### src/rtl/hcsr04_emulator.sv
// hcsr04_emulator: responder-side HC-SR04 model returning an echo pulse whose width encodes distance_cm
// Ports: CLOCK_50 clock; reset synchronous active-low; trig asynchronous trigger from the initiator;
//   distance_cm simulated target distance in cm; echo registered echo pulse; busy high outside IDLE;
//   ping_count accepted requests (wraps 255->0).
// Optional: define HCSR04_JITTER_EN to add 0-255 cycles of LFSR noise to each echo width.
module hcsr04_emulator #(
  parameter int MIN_TRIG_CYCLES = 500,
  parameter int BURST_CYCLES    = 10000,
  parameter int CYCLES_PER_CM   = 2900,
  parameter int MIN_CM          = 2,
  parameter int MAX_CM          = 400,
  parameter int TIMEOUT_CYCLES  = 1900000,
  parameter int HOLDOFF_CYCLES  = 500000
) (
  input  logic       CLOCK_50,
  input  logic       reset,
  input  logic       trig,
  input  logic [8:0] distance_cm,
  output logic       echo,
  output logic       busy,
  output logic [7:0] ping_count
);
  typedef enum logic [2:0] {IDLE, TRIG_HI, BURST, ECHO, HOLDOFF} state_t;
  state_t state, state_n;
  logic trig_m, trig_s, trig_prev, trig_rise;
  logic [23:0] cnt, cnt_n;
  logic [20:0] width, width_n, base_width, jitter;
  logic echo_n;
  logic [7:0] ping_n;
`ifdef HCSR04_JITTER_EN
  logic [15:0] lfsr;
  always_ff @(posedge CLOCK_50)
    lfsr <= !reset ? 16'hACE1 : {lfsr[0] ^ lfsr[2] ^ lfsr[3] ^ lfsr[5], lfsr[15:1]};
  assign jitter = {13'd0, lfsr[7:0]};
`else
  assign jitter = '0;
`endif
  assign trig_rise = trig_s & ~trig_prev;
  assign busy = state != IDLE;
  assign base_width = distance_cm < 9'(MIN_CM) ? 21'(MIN_CM * CYCLES_PER_CM) :
                      distance_cm > 9'(MAX_CM) ? 21'(TIMEOUT_CYCLES) :
                      21'(distance_cm) * 21'(CYCLES_PER_CM);
  always_ff @(posedge CLOCK_50) begin
    if (!reset) begin
      trig_m     <= 1'b0;
      trig_s     <= 1'b0;
      trig_prev  <= 1'b0;
      state      <= IDLE;
      cnt        <= '0;
      width      <= '0;
      echo       <= 1'b0;
      ping_count <= '0;
    end else begin
      trig_m     <= trig;
      trig_s     <= trig_m;
      trig_prev  <= trig_s;
      state      <= state_n;
      cnt        <= cnt_n;
      width      <= width_n;
      echo       <= echo_n;
      ping_count <= ping_n;
    end
  end
  always_comb begin
    state_n = state;
    cnt_n   = cnt;
    width_n = width;
    echo_n  = echo;
    ping_n  = ping_count;
    case (state)
      IDLE:
        if (trig_rise) begin
          state_n = TRIG_HI;
          cnt_n   = 24'd1;
        end
      TRIG_HI:
        if (trig_s)
          cnt_n = &cnt ? cnt : cnt + 24'd1;
        else if (cnt >= 24'(MIN_TRIG_CYCLES)) begin
          state_n = BURST;
          cnt_n   = '0;
          width_n = base_width + jitter;
          ping_n  = ping_count + 8'd1;
        end else begin
          state_n = IDLE;
          cnt_n   = '0;
        end
      BURST:
        if (cnt == 24'(BURST_CYCLES - 1)) begin
          state_n = ECHO;
          cnt_n   = '0;
          echo_n  = 1'b1;
        end else
          cnt_n = cnt + 24'd1;
      ECHO:
        if (cnt == 24'(width) - 24'd1) begin
          state_n = HOLDOFF;
          cnt_n   = '0;
          echo_n  = 1'b0;
        end else
          cnt_n = cnt + 24'd1;
      HOLDOFF:
        if (cnt == 24'(HOLDOFF_CYCLES - 1)) begin
          state_n = IDLE;
          cnt_n   = '0;
        end else
          cnt_n = cnt + 24'd1;
      default: begin
        state_n = IDLE;
        cnt_n   = '0;
        echo_n  = 1'b0;
      end
    endcase
  end
endmodule

### config.mk
export PLATFORM = sky130hd
export DESIGN_NAME = hcsr04_emulator
export DESIGN_NICKNAME = d
export VERILOG_FILES = /design/src/rtl/hcsr04_emulator.sv
export SDC_FILE = /design/constraint.sdc
export NUM_CORES = 1
export LEC_CHECK = 0
export BUFFER_PORTS_ARGS = -buffer_cell sky130_fd_sc_hd__buf_4
export CORE_MARGIN = 2
export CORE_UTILIZATION = 60
export CTS_CLUSTER_SIZE = 16
export DETAILED_ROUTE_END_ITERATION = 10
export GPL_TIMING_DRIVEN = 0
export PLACE_DENSITY = 0.86
export RECOVER_POWER = 50
export SLEW_MARGIN = 25
export SYNTH_ARGS = -nofsm -noshare
export SYNTH_HDL_FRONTEND = slang
export SYNTH_SLANG_ARGS = --single-unit
### constraint.sdc
create_clock -name CLOCK_50 -period 5.4 [get_ports CLOCK_50]
set_input_delay 0.27 -clock CLOCK_50 [delete_from_list [all_inputs] [get_ports CLOCK_50]]
set_output_delay 0.27 -clock CLOCK_50 [all_outputs]
set_load 0.03 [all_outputs]
==> impl_metrics.ini <==
[floorplanning]
fp.dieH_microns = 99.6
die_w_microns = 99.6
initial_utilization_pct = 62.3
dieArea_sq_mm = 0.00992
core_sq_mm = 0.00881
rows = 34
num_io_pins = 22

[power]
cellInternalPower_uw = 886
pwr-share-comb_pct = 42.7
p_sw_share_pct = 38.4
leakage_nw = 2.50
p_switching_uw = 553
p_clk_share_pct = 27.4
vdd_ir_drop_max_mv = 0.189
cellPowerDensity_mw_per_mm2 = 243
totalPowerFinal_mw = 1.44
seqPwrFrac_pct = 30.0

[cts]
post-cts-setup-buffer-count = 0
cts_root_buf = clkbuf_8
clock_path_buffers = 2
holdBufCountCts = 0
cts_buffers = 9
clk_pin_slew_worst_paths_ps = 70
cts_tree = yes
post_cts_resized = 0
clkLatencyLatePin_ps = 350
cts_sinks = 58
htree_levels = 3

[sta]
period_share_pct = 80.6
fmax_mhz = 230
period_needed_ps = 4350
slew_headroom_pct = -20.9
fin_setup_tns_ps = 0
tightest_slew_ps = 1790
hold_violations = 0
slew_viol_final = 7
setup_viol = 0
layout_setup_ws_ps = 1050
fin_skew_ps = 13.2
rsz0062_at_grt = no

[place]
port_buffers = 21
post-place-ws_ps = 771
globalplace.congestion = 0.943
dp_hpwl_microns = 11900
placed_area_sq_mm = 0.00578

[synthesis]
syn_nets = 782
syn_inst = 692
yosysWarnings = 0
synth_area_sq_mm = 0.00548
ys.flop_type = dfxtp_1
synth_cell_types = 67
synth-async-reset-ratio_pct = 0
synth-seq-cells = 58
synth_edf_count = 0
postSynthAreaPerCell_sq_um = 7.92
ys_seq_area_share_pct = 21.2

[detailed_routing]
drcViolationCount = 0
routed_wl_microns = 15000
wl_per_cell_microns = 17.9
ant_nets = 0
via_count = 5251
vias_per_cell = 6.27
drt_iter0_drc = 382
dr.pass1.iters = 5

[critical_path]
start_kind = input port
path_cells = buf_4, ha_1, inv_1, fa_1, inv_1, fa_1, inv_1, fa_1, inv_1, ha_1, or3_1, o21ai_0, a21oi_1, a211oi_1, o21ai_0, a2111oi_0, a2111oi_0
cp_top_family = adder cells
worstPathMaxFanout = 4
critPathCaptureType = flop
cpMostUsedCell = inv_1
crit_arrival_ps = 4560
critPathKind = in2reg
slowest_stage = fa_1
path_buf_inv = 5
cp.required_ps = 5600
crit_path_max_incr_delay_ps = 530

[final_layout]
syn_to_final_growth_pct = 7.87
antenna_cells = 0
drive_gt1_share_pct = 6.31
design_area_sq_mm = 0.00592
fin_nets = 814

[min_path]
hold_path.class = in2reg

[flow_run]
max_cap_violations = 1

[outcome]
violations = capacitance limit, slew limit
status = finished with violations

[global_route]
grt-ovfl-total = 0
grt_pass1_wl_microns = 25000
grt_max_degree = 11
grt_usage_pct = 31.6
grt_pass1_vias = 5135
grt_antenna_before_repair = 0
## metrics by stage
step	cells	hold WS [ps]	utilization, %
floorplan	692	397	-
global placement	821	419	65.6
detailed placement	821	424	65.6
CTS	837	124	67.7
global route	837	158	67.2
finish	837	129	67.2
## synth_stat cells (all sizes together) (8+ instances only)
library cell / number / area [sq um]
inv: 88 / 330
nor3: 16 / 85.1
nand2: 56 / 210
a32oi: 10 / 87.6
and2: 13 / 81.3
o21ai: 23 / 115
fa: 22 / 440
nand3: 28 / 145
ha: 56 / 701
o22ai: 8 / 50.1
nand2b: 10 / 62.6
dfxtp: 58 / 1160
buf: 8 / 61.3
xor2: 15 / 131
nand4: 18 / 113
a31oi: 11 / 68.8
xnor2: 24 / 210
o31ai: 11 / 82.6
nor4: 15 / 124
nor2: 43 / 161
clkbuf: 29 / 109
a21oi: 32 / 160
## logic make-up (layout without fill, tap and decap cells)
kind of cell | count (synthesis) | count (layout) | synth area share, %
adder cells (fa/ha/maj) | 78 | 78 | 20.8
multiplexers | 4 | 4 | 0.730
AO/OA/AOI/OAI | 146 | 146 | 18.1
buffers and inverters | 126 | 163 | 9.19
flip-flops | 58 | 58 | 21.2
AND/OR/NAND/NOR | 241 | 241 | 23.7
XOR/XNOR | 39 | 39 | 6.23
## layout by cell type, fill, tap and decap left out, types with 4 or more instances in the layout
cell       Yosys  routed
o21a_1         7       7
clkbuf_8       0       9
clkinv_2       0       4
nor3_1        15      15
o31ai_1       11      11
or2_2          4       4
a21oi_1       32      32
o21ai_1        4       4
ha_1          56      56
xor2_1        15      15
inv_1         88      88
nor4_1        13      13
nand2b_1      10      10
o21ai_0       19      19
or3_1          7       7
buf_4          1      11
nor2_1        43      43
o211ai_1       6       6
nand2_1       56      56
and3_1         4       4
nand3_1       27      27
a2111oi_0      5       5
o22ai_1        8       8
a31oi_1       11      10
nand4_1       18      18
and4_1         4       4
a32oi_1       10      10
mux2i_1        4       4
fa_1          22      22
nor2b_1        7       7
buf_2          4       4
xnor2_1       24      24
or4_1          5       5
clkbuf_1      29      42
dfxtp_1       58      58
and2_1        13      10
## area by class of cell
type                            count  area [sq um]
Multi-Input combinational cell    508          3820
Fill cell                         745          2890
Sequential cell                    58          1160
Inverter                           89           334
Buffer                             37           163
Tap cell                          108           135
Clock buffer                       10           128
Timing Repair Buffer               21           116
Clock inverter                      6          57.6
## worst register-to-register path, stage by stage, from the launching register on
cell and delay (ps):
dfxtp_1 350, nor3_1 580, nand3_1 120, nand2b_1 230
o311ai_0 1490, clkbuf_1 440, clkbuf_1 470, nand2_1 140
a21oi_1 170
## power by group through the flow
stage	clock [mW]	sequential [mW]	combinational, mW
finish	0.394	0.431	0.614
global route	0.412	0.431	0.684
CTS	0.395	0.431	0.599
detailed placement	0	0.441	0.594
global placement	0	0.441	0.564
floorplan	0	0.440	0.445
## per-layer routing
| layer | part of all wire (%) | up-vias | wire, microns | GRT usage (%) |
|---|---|---|---|---|
| li1 | - | 2497 | - | - |
| met1 | 43 | 2512 | 6520 | 41.5 |
| met2 | 48 | 200 | 7180 | 54.0 |
| met3 | 6.3 | 42 | 952 | 4.64 |
| met4 | 2.3 | 0 | 352 | 8.96 |
| met5 | 0 | - | 0 | 0 |
## worst paths after layout
path / start / end / slack [ps] / cells after the start
worst max register to register: cnt[23]$_SDFFE_PN0P_ / width[16]$_SDFFE_PN0P_ / 1330 / 8
worst max-delay path: distance_cm[3] / width[18]$_SDFFE_PN0P_ / 1050 / 17
worst min register to register: trig_m$_SDFF_PN0_ / trig_s$_SDFF_PN0_ / 440 / 1
worst min-delay path: trig / trig_m$_SDFF_PN0_ / 130 / 2
## state kept, by name (all words and copies together) (netlist names)
register    count
state           3
trig_m          1
width          19
echo            1
ping_count      8
trig_prev       1
trig_s          1
cnt            24
Note: power is estimated with default switching activity, not from simulation.
